==> src/rtl/imem_boot_ctrl.sv <==
// Boot controller for the instruction memory.
// Gathers loader bytes into 32-bit words, writes them to the
// instruction memory, then hands the memory read port to the core.
// The core is held in stall and fed NOPs until the image is loaded.
module imem_boot_ctrl #(
  parameter int unsigned DEPTH_WORDS = 64,
  parameter logic [31:0] NOP_INSTR   = 32'h0000_0013
) (
  input  logic        clk,
  input  logic        rst,
  input  logic        ld_valid,
  input  logic [7:0]  ld_byte,
  input  logic        ld_last,
  output logic        ld_ready,
  input  logic [31:0] fetch_addr,
  output logic [31:0] fetch_instr,
  output logic        core_stall,
  output logic        boot_done,
  output logic        load_err,
  output logic        mem_we,
  output logic [31:0] mem_addr,
  output logic [31:0] mem_wdata,
  input  logic [31:0] mem_rdata
);

  // The word counter must be able to hold DEPTH_WORDS itself.
  localparam int unsigned CW          = $clog2(DEPTH_WORDS + 1);
  localparam logic [32:0] FETCH_LIMIT = 33'(DEPTH_WORDS) << 2;

  typedef enum logic [2:0] {
    IDLE  = 3'd0,
    LOAD  = 3'd1,
    FLUSH = 3'd2,
    RUN   = 3'd3,
    ERROR = 3'd4
  } state_t;

  state_t          state;
  state_t          state_next;
  logic [1:0]      byte_idx;
  logic [CW-1:0]   word_count;
  logic [31:0]     asm_word;
  logic            wr_pend;

  logic            accept;
  logic            overflow;
  logic            take_byte;
  logic            wr_set;
  logic [CW:0]     words_used;
  logic [31:0]     word_addr;

  // Byte acceptance, overflow detection and next-state selection.
  // A write that is pending this cycle already owns word_count, so a new
  // word would start at word_count + wr_pend.
  always_comb begin
    ld_ready   = (state == IDLE) || (state == LOAD);
    accept     = ld_valid && ld_ready;
    words_used = {1'b0, word_count} + {{CW{1'b0}}, wr_pend};
    overflow   = accept && (byte_idx == 2'd0) &&
                 (words_used == (CW+1)'(DEPTH_WORDS));
    take_byte  = accept && !overflow;
    wr_set     = take_byte && (byte_idx == 2'd3) && !ld_last;
    word_addr  = {{(30-CW){1'b0}}, word_count, 2'b00};
    state_next = state;
    case (state)
      IDLE, LOAD: begin
        if (accept) begin
          if (overflow)     state_next = ERROR;
          else if (ld_last) state_next = FLUSH;
          else              state_next = LOAD;
        end
      end
      FLUSH:   state_next = RUN;
      RUN:     state_next = RUN;
      ERROR:   state_next = ERROR;
      default: state_next = IDLE;
    endcase
  end

  // Output decode: memory write port while loading, read path in RUN.
  always_comb begin
    core_stall  = 1'b1;
    boot_done   = 1'b0;
    load_err    = (state == ERROR);
    mem_we      = 1'b0;
    mem_addr    = 32'h0;
    mem_wdata   = 32'h0;
    fetch_instr = NOP_INSTR;
    case (state)
      IDLE, LOAD: begin
        if (wr_pend) begin
          mem_we    = 1'b1;
          mem_addr  = word_addr;
          mem_wdata = asm_word;
        end
      end
      FLUSH: begin
        mem_we    = 1'b1;
        mem_addr  = word_addr;
        mem_wdata = asm_word;
      end
      RUN: begin
        core_stall = 1'b0;
        boot_done  = 1'b1;
        mem_addr   = fetch_addr;
        if ({1'b0, fetch_addr} < FETCH_LIMIT) fetch_instr = mem_rdata;
      end
      default: ;
    endcase
  end

  // State register.
  always_ff @(posedge clk) begin
    if (rst) state <= IDLE;
    else     state <= state_next;
  end

  // Word assembly, write scheduling and word counting; byte 0 of a word
  // clears the upper lanes so a short final word is zero-padded.
  always_ff @(posedge clk) begin
    if (rst) begin
      byte_idx   <= 2'd0;
      word_count <= '0;
      asm_word   <= 32'h0;
      wr_pend    <= 1'b0;
    end else begin
      wr_pend <= wr_set;
      if (wr_pend) word_count <= word_count + CW'(1);
      if (take_byte) begin
        byte_idx <= byte_idx + 2'd1;
        if (byte_idx == 2'd0) asm_word <= {24'h0, ld_byte};
        else                  asm_word[{byte_idx, 3'b000} +: 8] <= ld_byte;
      end
    end
  end

endmodule
==> config.mk <==
export PLATFORM = sky130hd
export DESIGN_NAME = imem_boot_ctrl
export DESIGN_NICKNAME = d
export VERILOG_FILES = /design/src/rtl/imem_boot_ctrl.sv
export SDC_FILE = /design/constraint.sdc
export NUM_CORES = 1
export LEC_CHECK = 0
export CORE_MARGIN = 2
export CORE_UTILIZATION = 39
export DETAILED_ROUTE_END_ITERATION = 16
export PLACE_DENSITY = 0.86
export SETUP_SLACK_MARGIN = 0.5
export SYNTH_ARGS = -nofsm -noshare
export SYNTH_HDL_FRONTEND = slang
export SYNTH_SLANG_ARGS = --single-unit
==> constraint.sdc <==
create_clock -name clk -period 4.5 [get_ports clk]
set_input_delay 0.675 -clock clk [delete_from_list [all_inputs] [get_ports clk]]
set_output_delay 0.675 -clock clk [all_outputs]
set_load 0.01 [all_outputs]
---- After elaboration in Yosys (flattened, before gate mapping) ----
Cells that the tools add are included.
word-level totals
  input port bits ......................... 76
  register bits ........................... 45
cells by class
  shift operators ......................... 2
  $add $sub $neg .......................... 4
  eq/ne operators ......................... 7
  multiplexer cells ....................... 16
  reductions and logical operators ........ 13
  $lt $le $gt $ge ......................... 1
operator list
  kind                                                          count
  two-way mux 32 bit                                            4
  case mux 32 bit (3 select lines)                              1
  case mux 32 bit (2 select lines)                              1
  bitwise mux 32 bit                                            1
  less-than comparator 32 x 9 -> 1 bit (second input constant)  1
  variable shift 8 x 7 -> 32 bit (first input constant)         1
  indexed part select 8 x 7 -> 32 bit                           1
  two-way mux 9 bit                                             1
  case mux 3 bit (3 select lines)                               1
  adder 7 x 1 -> 8 bit                                          1
  == test 8 x 7 -> 1 bit (second input constant)                1
  adder 7 x 1 -> 7 bit (second input constant)                  1
  negation 5 -> 7 bit                                           1
  == test 3 x 2 -> 1 bit (second input constant)                2
  logical AND 1 bit                                             6
  two-way mux 3 bit                                             2
  OR reduction 2 bit                                            2
  == test 3 x 1 -> 1 bit (second input constant)                1
  == test 3 bit (second input constant)                         1
  zero test 3 bit                                               1
  two-way mux 1 bit                                             3
  adder 2 x 1 -> 2 bit (second input constant)                  1
  == test 2 bit (second input constant)                         1
  zero test 1 bit                                               2
  other kinds (5)                                               5

---- Depth between registers and ports, before layout ----
  depth after elaboration ................. 9
  mapped depth ............................ 8
  depth with buffers taken out ............ 7

---- Worst setup path before layout ----
No wires, ideal clock.
  path kind ............................... input port to output port
  start point ............................. in fetch_addr[14]
  end point ............................... out fetch_instr[21]
  required time ........................... 3,825 ps
  arrival time ............................ 1,813 ps
  setup slack ............................. 2,012 ps
  stages .................................. 6
  cells stage by stage .................... nor4_1 nand4_1 nor2_1 clkbuf_1 clkbuf_1 and2_1
on the way
  word-level cells in the longest chain between the ends .. 3
RTL lines
  what                                  RTL line  RTL
  from (decl)                           15        input logic [31:0] fetch_addr,
  less-than comparator 32 x 9 -> 1 bit  106       if ({1'b0, fetch_addr} < FETCH_LIMIT) fetch_instr = mem_rdata;
  two-way mux 32 bit                    106
  two-way mux 32 bit                    89        case (state)
  to (decl)                             16        output logic [31:0] fetch_instr,
Every way passes these cells.

---- Final worst setup path ----
  start point ............................. in fetch_addr[26]
  end point ............................... out fetch_instr[21]
The elaborated chain is that of the path after synthesis.

==> flow_summary.yaml <==
run_status:
  status: "finished, final reports clean"
critical_path:
  r2r-start: "wr_pend"
  rr_worst_depth: 6
  startpoint_type: "input pin"
  r2r_slack_ns: 2.06
  timing.rr.end: "asm_word[28]"
  crit_start: "fetch_addr[26]"
  cp.required_ns: 3.83
  worstSetupPathType: "input pin to primary output"
  crit_fanout: 29
  crit_path_end: "fetch_instr[21]"
  crit_arrival_ns: 2.81
  endpoint_kind: "primary output"
cts:
  clock_sinks: 45
  cts-buffers-inserted: 5
  clk-insertion-delay-late_ns: 0.29
  clock_path_buffers: 2
  cts_resized: 0
  cts_setup_buffers: 0
  cts_tree: "built"
  cts-htree-levels: 2
  clkTransAtPathRegs_ns: 0.08
  cts_hold_buf: 0
  clock_tree.root_cell: "clkbuf_8"
synth:
  synth_cell_types: 43
  synth_seq_area_share_pct: 33.3
  syn_nets: 402
  syn_inst: 318
  synth_warnings: 0
  synth_area_leaders: "dfxtp_1 (33%), and2_1 (20%), a22o_1 (6.5%)"
  yosysTopAreaCell: "dfxtp_1"
  synth.avg_cell_area_sq_um: 8.51
  yosys_register_bits: 45
  syn_area_sq_um: 2710
  synth_top_area_share_pct: 33.3
power:
  swShare_pct: 25.9
  netSwitchingPower_mw: 0.222
  power_density_nw_per_um2: 187
  pwr-share-clk_pct: 28.8
  power.total_mw: 0.859
  p_int_mw: 0.636
  max-vdd-ir-drop_mv: 0.242
  p_leak_nw: 1.68
  seqPwrFrac_pct: 48.3
  p_comb_share_pct: 22.9
final_layout:
  layout-drive-gt1-share_pct: 5.57
  nFillCells: 534
  stdcell_count: 565
  design_area_sq_um: 4600
  layout_commonest_cell: "clkdlybuf4s50_1"
  final_cell_mix: "clkdlybuf4s50_1 (176), and2_1 (86), dfxtp_1 (45)"
  nNetsFinal: 569
  syn_to_final_growth_pct: 70.0
  antennaDiodeCount: 0
floorplan:
  num_rows: 30
  die-area_sq_um: 7620
  fp.dieW_um: 87.3
  ioPinCount: 177
  initial_core_util_pct: 40.0
  die_h_um: 87.3
  core_region_area_sq_um: 6760
global_route:
  grt_max_degree: 35
  grt_pass1_wl_um: 13800
  grt_pass1_vias: 2703
  antenna_found_initial: 0
  grt_overflow: 0
  grtUsageTotal_pct: 22.5
detailed_routing:
  wirelength_met1_um: 3870
  highest_layer: "met4"
  drtAntennaViolNets: 0
  met3_wirelength_um: 474
  wl_per_cell_um: 15.9
  drc: 0
  routed_via_density: 5.08
  drtIter0Drc: 133
  wl_um: 8960
  num_vias: 2871
  dr.pass1.iters: 4
  dr_wl_met2_um: 4510
timing:
  maxSlewViolCount: 0
  max_slew_margin_pct: 41.0
  worstMarginPinSlew_ns: 0.878
  setup_slack_ns: 1.02
  finalHoldViolCount: 0
  setup_violations: 0
  rsz0062_at_grt: "no"
  skew_ns: 0.00428
  period_needed_ns: 3.48
  timing.setup.tns_ns: 0
  max_freq_mhz: 287
  fin_crit_sh_pct: 77.4
placed_design:
  dp.cells: 558
  globalplace.congestion: 0.820
  dp_hpwl_um: 7150
  place_area_sq_um: 4510
  place_ws_ns: 1.05
  io_buffer_count: 176
min_path:
  hp-class: "flop to flop"
run:
  drv_cap: 0
metrics by stage:
stage                     hold WS (ns)  util [%]
after global routing             0.491      68.1
after detailed placement         0.447      66.8
after floorplan                  0.434         -
after global placement           0.448      66.8
final                            0.464      68.1
after CTS                        0.468      68.1
how the worst min path moves through the flow:
stage                         to          from  cells past startpoint
floorplan           asm_word[10]  asm_word[10]                      1
global placement    asm_word[17]  asm_word[17]                      2
detailed placement  asm_word[13]  asm_word[13]                      1
CTS                 asm_word[16]  asm_word[16]                      2
global route        asm_word[24]  asm_word[24]                      1
finish              asm_word[23]  asm_word[23]                      2
worst max-delay path: stages:
cell             delay, ns
clkdlybuf4s50_1       0.43
nor4_1                0.37
nand4_1               0.24
nor2_1                0.14
buf_4                 0.23
and2_1                0.15
clkdlybuf4s50_1       0.56
cell type report:
class / count / area [sq um] / area share, %
clock buffer: 7 / 86.3 / 1.88
sequential: 45 / 901 / 19.6
multi-input combinational: 248 / 1700 / 37.0
timing repair buffer: 180 / 1790 / 39.0
inverter: 5 / 18.8 / 0.408
tap: 80 / 100 / 2.18
power by group through the flow:
| stage | Combinational (mW) | Sequential, mW | Clock [mW] |
|---|---|---|---|
| global placement | 0.191 | 0.424 | 0 |
| detailed placement | 0.195 | 0.424 | 0 |
| floorplan | 0.0902 | 0.421 | 0 |
| global route | 0.212 | 0.416 | 0.271 |
| finish | 0.196 | 0.415 | 0.247 |
| CTS | 0.197 | 0.415 | 0.250 |
Yosys cell counts:
master,instances
a31oi_4,2
nor3b_2,1
and3_1,1
a311oi_4,1
a311oi_2,1
nor3_1,3
mux2i_1,3
a21oi_1,10
nor2b_1,2
clkbuf_1,17
buf_6,1
a22o_1,20
or4b_4,1
nor3b_1,2
and2_1,86
nand4_1,3
nand2b_4,2
nor2_2,2
ha_1,8
o21ai_0,5
nand2_1,5
a31oi_1,1
buf_4,1
inv_1,5
and4_1,2
nor2_1,15
xnor2_1,2
nor4_1,6
clkbuf_2,1
nor2_4,1
or3_2,1
o21ba_2,1
o21ai_1,8
nand2b_1,16
or3_1,4
dfxtp_1,45
a21oi_4,1
o31ai_4,1
a211oi_1,1
xor2_1,3
a311oi_1,1
a31o_2,1
nand3_1,25
cells by family after synthesis:
kind of cell,Yosys count,share of synthesized area (%)
AO/OA/AOI/OAI,54,16.7
XOR/XNOR,5,1.62
adder cells (fa/ha/maj),8,3.70
buffers and inverters,25,3.93
flip-flops,45,33.3
multiplexers,3,1.11
AND/OR/NAND/NOR,178,39.6
sequential cells by signal, indices dropped and copies added (netlist names):
| register | count |
|---|---|
| byte_idx | 2 |
| state | 3 |
| word_count | 7 |
| wr_pend | 1 |
| asm_word | 32 |
metal layers:
layer  vias up  track usage (%)
met5         -                0
met4         0             5.17
met3        11             3.79
met2        86             36.6
met1      1343             31.0
li1       1431                -
(Power assumes the default switching activity.)
